**src/rtl/bcd_converter.sv**
```systemverilog
// ---------------------------------------------------------------------------
// bcd_converter
//   Iterative binary-to-BCD converter (shift-add-3 / double dabble).
//   One input bit is consumed per clock, MSB first, so a conversion takes
//   BIN_W cycles from the accepting edge to the done pulse.
//
// Ports
//   i_clk       : clock, rising edge active
//   i_rst_n     : asynchronous active-low reset
//   i_start     : conversion request, accepted only while idle
//   i_bin_in    : unsigned binary value, sampled at the accepting edge
//   o_busy      : high while a conversion is in flight
//   o_done      : one-cycle pulse, new digits valid
//   o_hundreds  : BCD hundreds digit of the last completed conversion
//   o_tens      : BCD tens digit of the last completed conversion
//   o_ones      : BCD ones digit of the last completed conversion
//
// state | meaning
// IDLE  | waiting for start, digits hold last result
// SHIFT | one add-3/shift step per clock, r_cnt steps remaining
// ---------------------------------------------------------------------------
module bcd_converter #(
  parameter int BIN_W = 7
) (
  input  logic             i_clk,
  input  logic             i_rst_n,
  input  logic             i_start,
  input  logic [BIN_W-1:0] i_bin_in,
  output logic             o_busy,
  output logic             o_done,
  output logic [3:0]       o_hundreds,
  output logic [3:0]       o_tens,
  output logic [3:0]       o_ones
);

  typedef enum logic {
    IDLE  = 1'b0,
    SHIFT = 1'b1
  } state_t;

  state_t           r_state;
  state_t           w_state_nxt;
  logic [BIN_W-1:0] r_shift;
  logic [11:0]      r_scratch;
  logic [3:0]       r_cnt;
  logic             r_done;
  logic [3:0]       r_hundreds;
  logic [3:0]       r_tens;
  logic [3:0]       r_ones;

  logic             w_accept;
  logic             w_last;
  logic [11:0]      w_adj;
  logic [11:0]      w_scratch_nxt;

  // Next-state / control decode
  always_comb begin
    w_state_nxt = r_state;
    w_accept    = 1'b0;
    w_last      = 1'b0;
    case (r_state)
      IDLE: begin
        if (i_start) begin
          w_accept    = 1'b1;
          w_state_nxt = SHIFT;
        end
      end
      SHIFT: begin
        if (r_cnt == 4'd1) begin
          w_last      = 1'b1;
          w_state_nxt = IDLE;
        end
      end
      default: w_state_nxt = IDLE;
    endcase
  end

  // Add 3 to every digit >= 5 so the following left shift carries correctly
  // into the next decade.
  always_comb begin
    w_adj = r_scratch;
    for (int d = 0; d < 3; d++) begin
      if (r_scratch[4*d +: 4] >= 4'd5) begin
        w_adj[4*d +: 4] = r_scratch[4*d +: 4] + 4'd3;
      end
    end
    w_scratch_nxt = {w_adj[10:0], r_shift[BIN_W-1]};
  end

  always_ff @(posedge i_clk or negedge i_rst_n) begin
    if (!i_rst_n) begin
      r_state <= IDLE;
    end else begin
      r_state <= w_state_nxt;
    end
  end

  always_ff @(posedge i_clk or negedge i_rst_n) begin
    if (!i_rst_n) begin
      r_shift    <= '0;
      r_scratch  <= '0;
      r_cnt      <= '0;
      r_done     <= 1'b0;
      r_hundreds <= '0;
      r_tens     <= '0;
      r_ones     <= '0;
    end else begin
      r_done <= 1'b0;
      if (w_accept) begin
        r_shift   <= i_bin_in;
        r_scratch <= '0;
        r_cnt     <= 4'(BIN_W);
      end else if (r_state == SHIFT) begin
        r_shift   <= r_shift << 1;
        r_scratch <= w_scratch_nxt;
        r_cnt     <= r_cnt - 4'd1;
        if (w_last) begin
          // Digits are loaded only from the final step, never intermediates.
          r_hundreds <= w_scratch_nxt[11:8];
          r_tens     <= w_scratch_nxt[7:4];
          r_ones     <= w_scratch_nxt[3:0];
          r_done     <= 1'b1;
        end
      end
    end
  end

  assign o_busy     = (r_state == SHIFT);
  assign o_done     = r_done;
  assign o_hundreds = r_hundreds;
  assign o_tens     = r_tens;
  assign o_ones     = r_ones;

endmodule

```
**config.mk**
```make
export PLATFORM = sky130hd
export DESIGN_NAME = bcd_converter
export DESIGN_NICKNAME = d
export VERILOG_FILES = /design/src/rtl/bcd_converter.sv
export SDC_FILE = /design/constraint.sdc
export NUM_CORES = 1
export LEC_CHECK = 0
export ABC_AREA = 1
export BUFFER_PORTS_ARGS = -buffer_cell sky130_fd_sc_hd__buf_2
export CORE_ASPECT_RATIO = 0.5
export CORE_MARGIN = 3
export CORE_UTILIZATION = 32
export CTS_CLUSTER_DIAMETER = 200
export DETAILED_ROUTE_END_ITERATION = 7
export SLEW_MARGIN = 20
export SYNTH_ARGS = -nofsm -noshare
export SYNTH_HDL_FRONTEND = slang
export SYNTH_SLANG_ARGS = --single-unit
```
**constraint.sdc**
```tcl
create_clock -name i_clk -period 2.3 [get_ports i_clk]
set_input_delay 0.345 -clock i_clk [delete_from_list [all_inputs] [get_ports i_clk]]
set_output_delay 0.345 -clock i_clk [all_outputs]
set_load 0.01 [all_outputs]
```
==> impl_metrics.json <==
{
  "final_cell_mix": "nand2_1, dfrtp_1, inv_1, buf_2, nand3_1",
  "clkSinkCount": 37,
  "dp_slack_ns": 0.5872,
  "synth_largest_area_cell": "dfrtp_1",
  "drt_pass1_iterations": 4,
  "initial_utilization_pct": 34.67,
  "status": "finished clean",
  "chipWidth_um": 111.7,
  "clock_latency_ns": 0.29,
  "yosys_warnings": 0,
  "nets": 251,
  "cp_data_required_time_ns": 1.96,
  "cts.reportedPaths.clkPinSlew_ns": 0.08,
  "crit_chain": "buf_2",
  "first_iter_violations": 88,
  "synthFlopType": "dfrtp_1",
  "fin_ws_ns": 0.5216,
  "finalSetupTns_ns": 0,
  "min_path_type": "input pin to async pin",
  "io_buffers": 23,
  "row_count": 18,
  "grt_pass1_vias": 1351,
  "syn_to_final_growth_pct": 13.86,
  "die_y_um": 58.86,
  "hold_buffers": 0,
  "ir_drop_mv": 0.3174,
  "critPathTopFamily": "flip-flops",
  "core_area_um2": 5157,
  "synth_seq_cells": 37,
  "netlist_area_um2": 1788,
  "dieArea_um2": 6575,
  "grt_max_degree": 38,
  "gp_congestion": 0.8251,
  "mostFrequentLayoutCell": "nand2_1",
  "powerDensity_nw_per_um2": 1407,
  "clockBufferDepth": 2,
  "hold_violations": 0,
  "syn_area_per_cell_um2": 8.596,
  "setup.worst_path.start_class": "register",
  "num_antenna_cells": 0,
  "finalWirelength_mm": 3.770,
  "fin_skew_ns": 0.004752,
  "max-slew-margin-rel_pct": 45.44,
  "cts_root_buf": "clkbuf_8",
  "async_flop_share_pct": 100.0,
  "endpoint_kind": "output pin",
  "postCtsSetupRepairBufs": 0,
  "path_max_fanout": 19,
  "numCtsBuffers": 5,
  "worst-path-buf-inv": 1,
  "critical_path_class": "register to output pin",
  "synth_top_area_share_pct": 51.78,
  "rsz0062_at_grt": "false",
  "leakagePower_nw": 1.070,
  "arrival_ns": 1.43,
  "viasPerCell": 4.697,
  "drive_gt1_share_pct": 14.53,
  "max_freq_mhz": 562.3,
  "tightest_slew_ns": 0.8185,
  "yosys-top-cells-area": "dfrtp_1, nand2_1, ha_1, nand3_1, inv_1",
  "cap_violations": 0,
  "dr_total_vias": 1428,
  "synth_cell_types": 20,
  "cpPeakStageDelay_ns": 0.88,
  "drv_slew": 0,
  "io_pins": 24,
  "gr-usage-all-layers_pct": 12.62,
  "seq_area_frac_synth_pct": 51.78,
  "overflow": 0,
  "grt_pass1_wl_mm": 6.499,
  "design_area_um2": 2036,
  "fillers": 499,
  "min_period_over_period_pct": 77.32,
  "synth-edff-count": 0,
  "placed_area_um2": 1953,
  "cts_tree": "done",
  "dpl.hpwl_mm": 2.651,
  "slowest_stage": "dfrtp_1",
  "htreeDepth": 2,
  "finalSetupViolations": 0,
  "antenna_found_initial": 0,
  "syn_inst": 208,
  "synth_nets": 226,
  "detail-route-antenna-nets": 0,
  "wl_per_cell_um": 12.40,
  "fin_crit_ns": 1.778,
  "cts_resized": 0,
  "drc": 0
}
-- synth_stat cells, types with 2 or more instances --
cell type,n
buf_2,3
o221ai_1,2
nor2_1,6
o21ai_0,13
nand3_1,19
ha_1,8
nand2_1,73
inv_1,24
dfrtp_1,37
o22ai_1,3
buf_6,2
nand4_1,7
o211ai_1,4
-- state kept, by name (all words and copies together), names as in the netlist --
| name | cells |
|---|---|
| r_cnt | 4 |
| r_shift | 7 |
| o_hundreds | 4 |
| o_tens | 4 |
| o_done | 1 |
| r_scratch | 12 |
| o_ones | 4 |
| o_busy | 1 |
-- where the power goes --
| group | internal, mW | switching, mW | leakage [nW] |
|---|---|---|---|
| Clock | 0.210 | 0.240 | 0.0450 |
| Combinational | 0.451 | 0.799 | 0.561 |
| Sequential | 0.944 | 0.221 | 0.464 |
-- stage by stage --
| stage | power, mW | hold WS (ns) | utilization (%) | std cells |
|---|---|---|---|---|
| after CTS | 2.886 | 0.1744 | 39.47 | 304 |
| after global placement | 2.407 | 0.4540 | 37.87 | 296 |
| after detailed placement | 2.429 | 0.4601 | 37.87 | 296 |
| final | 2.864 | 0.1440 | 39.47 | 304 |
| after floorplan | 2.077 | 0.04941 | - | 208 |
| after global routing | 3.149 | 0.2102 | 39.47 | 304 |
-- kinds of logic (layout without fill, tap and decap cells) --
kind of cell | after synthesis | count (layout) | synth area share, %
AND/OR/NAND/NOR | 108 | 108 | 27.01
buffers and inverters | 31 | 57 | 7.557
adder cells (fa/ha/maj) | 8 | 8 | 5.599
AO/OA/AOI/OAI | 24 | 24 | 8.048
flip-flops | 37 | 37 | 51.78
-- worst paths after layout --
kind	start	end	slack, ns	cells after the start
min in group i_clk	i_bin_in[0]	r_shift[0]	0.26	3
max	o_busy	o_busy	0.52	1
min	i_rst_n	o_tens[1]	0.14	1
min reg2reg	r_cnt[3]	r_cnt[3]	0.47	1
max reg2reg	o_busy	o_ones[1]	0.60	4
max in group asynchronous	i_rst_n	r_scratch[9]	1.64	1
-- final cells by class --
cell class | instances | area (µm²) | share of cell area [%]
clock buffers | 6 | 72.57 | 3.565
repair buffers | 23 | 115.1 | 5.655
clock inverters | 2 | 10.01 | 0.4917
multi-input cells | 140 | 726.9 | 35.71
inverters | 26 | 97.59 | 4.794
well taps | 70 | 87.58 | 4.302
flip-flops and latches | 37 | 925.9 | 45.48
-- metal layers --
layer / track usage [%] / vias up / wire length, µm
li1: - / 726 / -
met4: 6.239 / 0 / 75
met2: 18.48 / 41 / 1605
met1: 17.32 / 652 / 1907
met3: 3.593 / 9 / 182
met5: 0 / - / 0
(Power assumes the default switching activity.)
